==> src/rtl/operand_fetch_stage.sv <==
// rtl/operand_fetch_stage.sv - operand fetch / issue stage with register-file read and pending-write scoreboard
module operand_fetch_stage #(
  parameter int WORD = 32,
  parameter int ADDR = 4,
  parameter int OPW  = 6,
  parameter int SCW  = 16
) (
  input  logic            clk,
  input  logic            reset,
  input  logic            flush,
  input  logic            in_valid,
  output logic            in_ready,
  input  logic [OPW-1:0]  in_opcode,
  input  logic [ADDR-1:0] in_rs_a,
  input  logic [ADDR-1:0] in_rs_b,
  input  logic [ADDR-1:0] in_rd,
  input  logic            in_use_a,
  input  logic            in_use_b,
  input  logic            in_wr,
  output logic [ADDR-1:0] rf_addr_a,
  output logic [ADDR-1:0] rf_addr_b,
  output logic            rf_update,
  input  logic [WORD-1:0] rf_a,
  input  logic [WORD-1:0] rf_b,
  output logic            out_valid,
  input  logic            out_ready,
  output logic [OPW-1:0]  out_opcode,
  output logic [ADDR-1:0] out_rd,
  output logic            out_wr,
  output logic [WORD-1:0] out_op_a,
  output logic [WORD-1:0] out_op_b,
  input  logic            wb_valid,
  input  logic [ADDR-1:0] wb_addr,
  output logic [15:0]     busy_mask,
  output logic [SCW-1:0]  stall_cnt
);

  typedef enum logic [1:0] {IDLE, READ, CAPTURE, ISSUE} state_t;

  state_t      state;
  logic        use_a;
  logic        use_b;
  logic        hazard;
  logic        stall;
  logic        issue_done;
  logic [15:0] busy_next;

  // Hazard looks only at the registered scoreboard; a write-back in the same cycle does not bypass.
  assign hazard = (in_use_a & busy_mask[in_rs_a]) |
                  (in_use_b & busy_mask[in_rs_b]) |
                  (in_wr    & busy_mask[in_rd]);

  // Gated by flush so an instruction is never accepted in a cycle that would abandon it.
  assign in_ready   = (state == IDLE) & ~hazard & ~flush & ~reset;
  assign stall      = (state == IDLE) & in_valid & hazard & ~flush;
  assign issue_done = (state == ISSUE) & out_ready & ~flush;

  // Set is applied after clear so a stale write-back cannot drop a freshly issued write.
  always_comb begin
    busy_next = busy_mask;
    if (wb_valid)
      busy_next[wb_addr] = 1'b0;
    if (issue_done && out_wr)
      busy_next[out_rd] = 1'b1;
  end

  always_ff @(posedge clk or posedge reset) begin
    if (reset) begin
      state      <= IDLE;
      use_a      <= 1'b0;
      use_b      <= 1'b0;
      rf_addr_a  <= '0;
      rf_addr_b  <= '0;
      rf_update  <= 1'b0;
      out_valid  <= 1'b0;
      out_opcode <= '0;
      out_rd     <= '0;
      out_wr     <= 1'b0;
      out_op_a   <= '0;
      out_op_b   <= '0;
      busy_mask  <= '0;
      stall_cnt  <= '0;
    end else begin
      busy_mask <= busy_next;
      if (stall && (stall_cnt != {SCW{1'b1}}))
        stall_cnt <= stall_cnt + 1'b1;

      if (flush) begin
        state     <= IDLE;
        out_valid <= 1'b0;
      end else begin
        case (state)
          IDLE: begin
            if (in_valid && in_ready) begin
              out_opcode <= in_opcode;
              out_rd     <= in_rd;
              out_wr     <= in_wr;
              use_a      <= in_use_a;
              use_b      <= in_use_b;
              rf_addr_a  <= in_rs_a;
              rf_addr_b  <= in_rs_b;
              rf_update  <= ~rf_update;
              state      <= READ;
            end
          end
          READ: state <= CAPTURE;
          CAPTURE: begin
            out_op_a  <= use_a ? rf_a : '0;
            out_op_b  <= use_b ? rf_b : '0;
            out_valid <= 1'b1;
            state     <= ISSUE;
          end
          ISSUE: begin
            if (out_ready) begin
              out_valid <= 1'b0;
              state     <= IDLE;
            end
          end
          default: state <= IDLE;
        endcase
      end
    end
  end

endmodule

==> config.mk <==
export PLATFORM = sky130hd
export DESIGN_NAME = operand_fetch_stage
export DESIGN_NICKNAME = d
export VERILOG_FILES = /design/src/rtl/operand_fetch_stage.sv
export SDC_FILE = /design/constraint.sdc
export NUM_CORES = 1
export LEC_CHECK = 0
export BUFFER_PORTS_ARGS = -buffer_cell sky130_fd_sc_hd__buf_2
export CAP_MARGIN = 40
export CORE_AREA = 4 4 156 158
export DETAILED_ROUTE_END_ITERATION = 12
export DIE_AREA = 0 0 160 162
export HOLD_SLACK_MARGIN = 0.02
export SLEW_MARGIN = 20
export SYNTH_ARGS = -nofsm -noshare
export SYNTH_HDL_FRONTEND = slang
export SYNTH_SLANG_ARGS = --single-unit
export TNS_END_PERCENT = 1
==> constraint.sdc <==
create_clock -name clk -period 5.3 [get_ports clk]
set_input_delay 0.795 -clock clk [delete_from_list [all_inputs] [get_ports clk]]
set_output_delay 0.795 -clock clk [all_outputs]
set_load 0.03 [all_outputs]
==> impl_metrics.toml <==
[worst_setup_path]
end_kind = "primary output"
startpoint_type = "input port"
arrival_ns = 2.41
worst_r2r_path_depth = 6
crit_type = "input port to primary output"
crit_start = "in_rs_b[2]"
r2r-end = "out_opcode[3]"
r2r_setup_slack_ns = 2.61
required_ns = 4.51
crit_fanout = 9
r2r-start = "busy_mask[7]"

[global_route]
track_usage_pct = 12.83
grt_pass1_vias = 4792
grt_max_degree = 104
grt_pass1_wl_microns = 26480
grt_overflow = 0
antenna_found_initial = 0

[cells_and_area]
multi_input_area_sq_um = 2462
seq_area_sq_um = 3028
diodes = 0
drive_gt1_share_pct = 36.45
fin_cells = 1072
syn_to_final_growth_pct = 35.11
nets = 869
final_core_util_pct = 33.13
nFillCells = 2429

[logic_synthesis]
ys_warn_count = 0
synth.cell_area_sq_um = 5669
ys_seq_area_share_pct = 53.41
ys_types = 51
ys_async_sr_fraction_pct = 100.0
synth.area.top_cells = "dfrtp_1 53%, nand2_1 9.2%, o21ai_0 8.5%"
yosys-top-cells-count = "139 x nand2_1, 121 x dfrtp_1, 96 x o21ai_0"
ys.flop_type = "dfrtp_1"
syn_inst = 563
yosys.cell_count.top_type = "nand2_1"
syn-num-nets = 662
synth_top_cell_by_area = "dfrtp_1"
yosys_register_bits = 121
synth_edf_count = 0
yosysTopAreaCellShare_pct = 53.41
syn_area_per_cell_sq_um = 10.07

[clocking]
cts-root-buf = "clkbuf_16"
numCtsBuffers = 17
cts.htree.levels = 4
cts_buffer_depth = 2
ctsResizeCount = 0
cts_tree = "done"
post-cts-setup-buffer-count = 0
clkSinkCount = 121
cts.clk_slew.worst_paths_ns = 0.06
insertion_delay_ns = 0.41
ctsHoldBuffers = 0

[flow_run]
drv_cap = 0

[pwr]
power_mw = 3.944
irDropWorstVdd_uv = 227.9
p_switching_mw = 1.521
clock_power_share_pct = 31.2
p_seq_share_pct = 33.8
comb_power_share_pct = 35.0
switching_share_pct = 38.56
power.leakage_nw = 3.927
p_int_mw = 2.423
power-per-cell-area_nw_per_um2 = 514.9

[run_status]
status = "complete, no violations"

[placement]
dp_hpwl_microns = 12320
io_buffers = 212
place_inst = 1039
place.gp.congestion = 0.8286

[timing]
finalSetupViolCount = 0
fin_tns_setup_ns = 0
finalCritPeriodShare_pct = 60.44
worst_slew_pin_slew_ns = 0.6711
slew_viol_final = 0
rsz0062_at_grt = "no"
fin_skew_ns = 0.01326
fmax_ghz = 0.3122
period_needed_ns = 3.203
worst_hold_slack_ns = 0.2993
final_hold_viol_count = 0
slew_headroom_pct = 55.26

[floorplan]
die_h_microns = 162
start_util_pct = 24.52
pin_count = 213
die_w_microns = 160
coreArea_sq_um = 23120
die-area_sq_um = 25920
rows = 56

[route]
drt_iter0_drc = 329
wire_per_inst_microns = 15.64
viasPerCell = 4.471
dr.pass1.iters = 4
drc = 0
drt_wl_total_microns = 16770
vias = 4793
antenna_left = 0

[hold_path]
hold_class = "input port to asynchronous set/reset pin"
==> critical path, stage by stage <==
cell and delay [ns]:
buf_2 0.21, mux2_2 0.37, o311a_1 0.29, nand3_1 0.12, and4_1 0.24, and3_1 0.16, buf_2 0.21
==> metrics by stage <==
| stage | area, sq um | worst slack (ns) |
|---|---|---|
| finish | 7660 | 2.097 |
| detailed placement | 6984 | 2.052 |
| global route | 7660 | 2.008 |
| global placement | 6984 | 2.103 |
| CTS | 7612 | 2.085 |
| floorplan | 5669 | 1.291 |
==> worst max path at each step <==
stage                          to  slack [ns]  depth (start not counted)
finish                   in_ready        2.10                          7
global route             in_ready        2.01                          6
CTS                      in_ready        2.08                          7
detailed placement  out_opcode[3]        2.05                          7
global placement         in_ready        2.10                          6
floorplan            busy_mask[0]        1.29                          1
==> power by group through the flow <==
| stage | combinational (mW) | sequential (mW) | clock [mW] |
|---|---|---|---|
| after floorplan | 0.490 | 1.80 | 0 |
| after global placement | 1.38 | 1.34 | 0 |
| after detailed placement | 1.40 | 1.35 | 0 |
| after CTS | 1.40 | 1.33 | 1.27 |
| after global routing | 1.50 | 1.37 | 1.31 |
| final | 1.38 | 1.33 | 1.23 |
==> flip-flops by register name, indices dropped and copies added (netlist names) <==
| signal | flops |
|---|---|
| out_valid | 1 |
| use_a | 1 |
| out_wr | 1 |
| out_rd | 4 |
| rf_addr_b | 4 |
| out_op_b | 32 |
| use_b | 1 |
| stall_cnt | 16 |
| state | 2 |
| rf_addr_a | 4 |
| busy_mask | 16 |
| out_opcode | 6 |
| rf_update | 1 |
| out_op_a | 32 |
==> final cells by class <==
type / instances / share of cell area [%]
Timing Repair Buffer: 220 / 15.06
Sequential cell: 121 / 39.53
Inverter: 6 / 0.3267
Tap cell: 290 / 4.737
Clock inverter: 11 / 2.238
Clock buffer: 20 / 5.962
Multi-Input combinational cell: 404 / 32.15
==> cell families (layout without fill, tap and decap cells) <==
| family | Yosys count | after routing | share of synthesized area [%] |
|---|---|---|---|
| AO/OA/AOI/OAI | 118 | 118 | 11.39 |
| XOR/XNOR | 14 | 14 | 2.163 |
| adder cells (fa/ha/maj) | 4 | 4 | 0.8828 |
| buffers and inverters | 38 | 257 | 3.288 |
| flip-flops | 121 | 121 | 53.41 |
| multiplexers | 45 | 45 | 10.35 |
| AND/OR/NAND/NOR | 223 | 223 | 18.52 |
==> layer usage <==
layer / wire length, microns / vias to the layer above / GRT usage, %
li1: - / 2364 / -
met1: 7553 / 2220 / 16.93
met4: 194 / 0 / 3.715
met5: 0 / - / 0
met2: 7720 / 196 / 20.46
met3: 1296 / 13 / 3.933
==> cells in the final DEF, fill, tap and decap left out, types with 3 or more instances in the layout <==
cell type / count
nand3_1: 16
a21oi_1: 4
ha_1: 4
o21ai_0: 96
clkinv_4: 3
dfrtp_1: 121
inv_1: 5
nand4_1: 3
a22oi_1: 4
nand3b_1: 3
nor3_1: 5
bufinv_16: 4
xor2_1: 14
mux2_1: 4
nand2_1: 139
nor2b_1: 11
nor4_1: 9
nor2_1: 5
and3_1: 4
clkbuf_16: 17
mux2_2: 6
nand2b_1: 12
buf_4: 6
mux2i_1: 14
mux2_4: 19
buf_2: 212
Note: power is estimated with default switching activity, not from simulation.
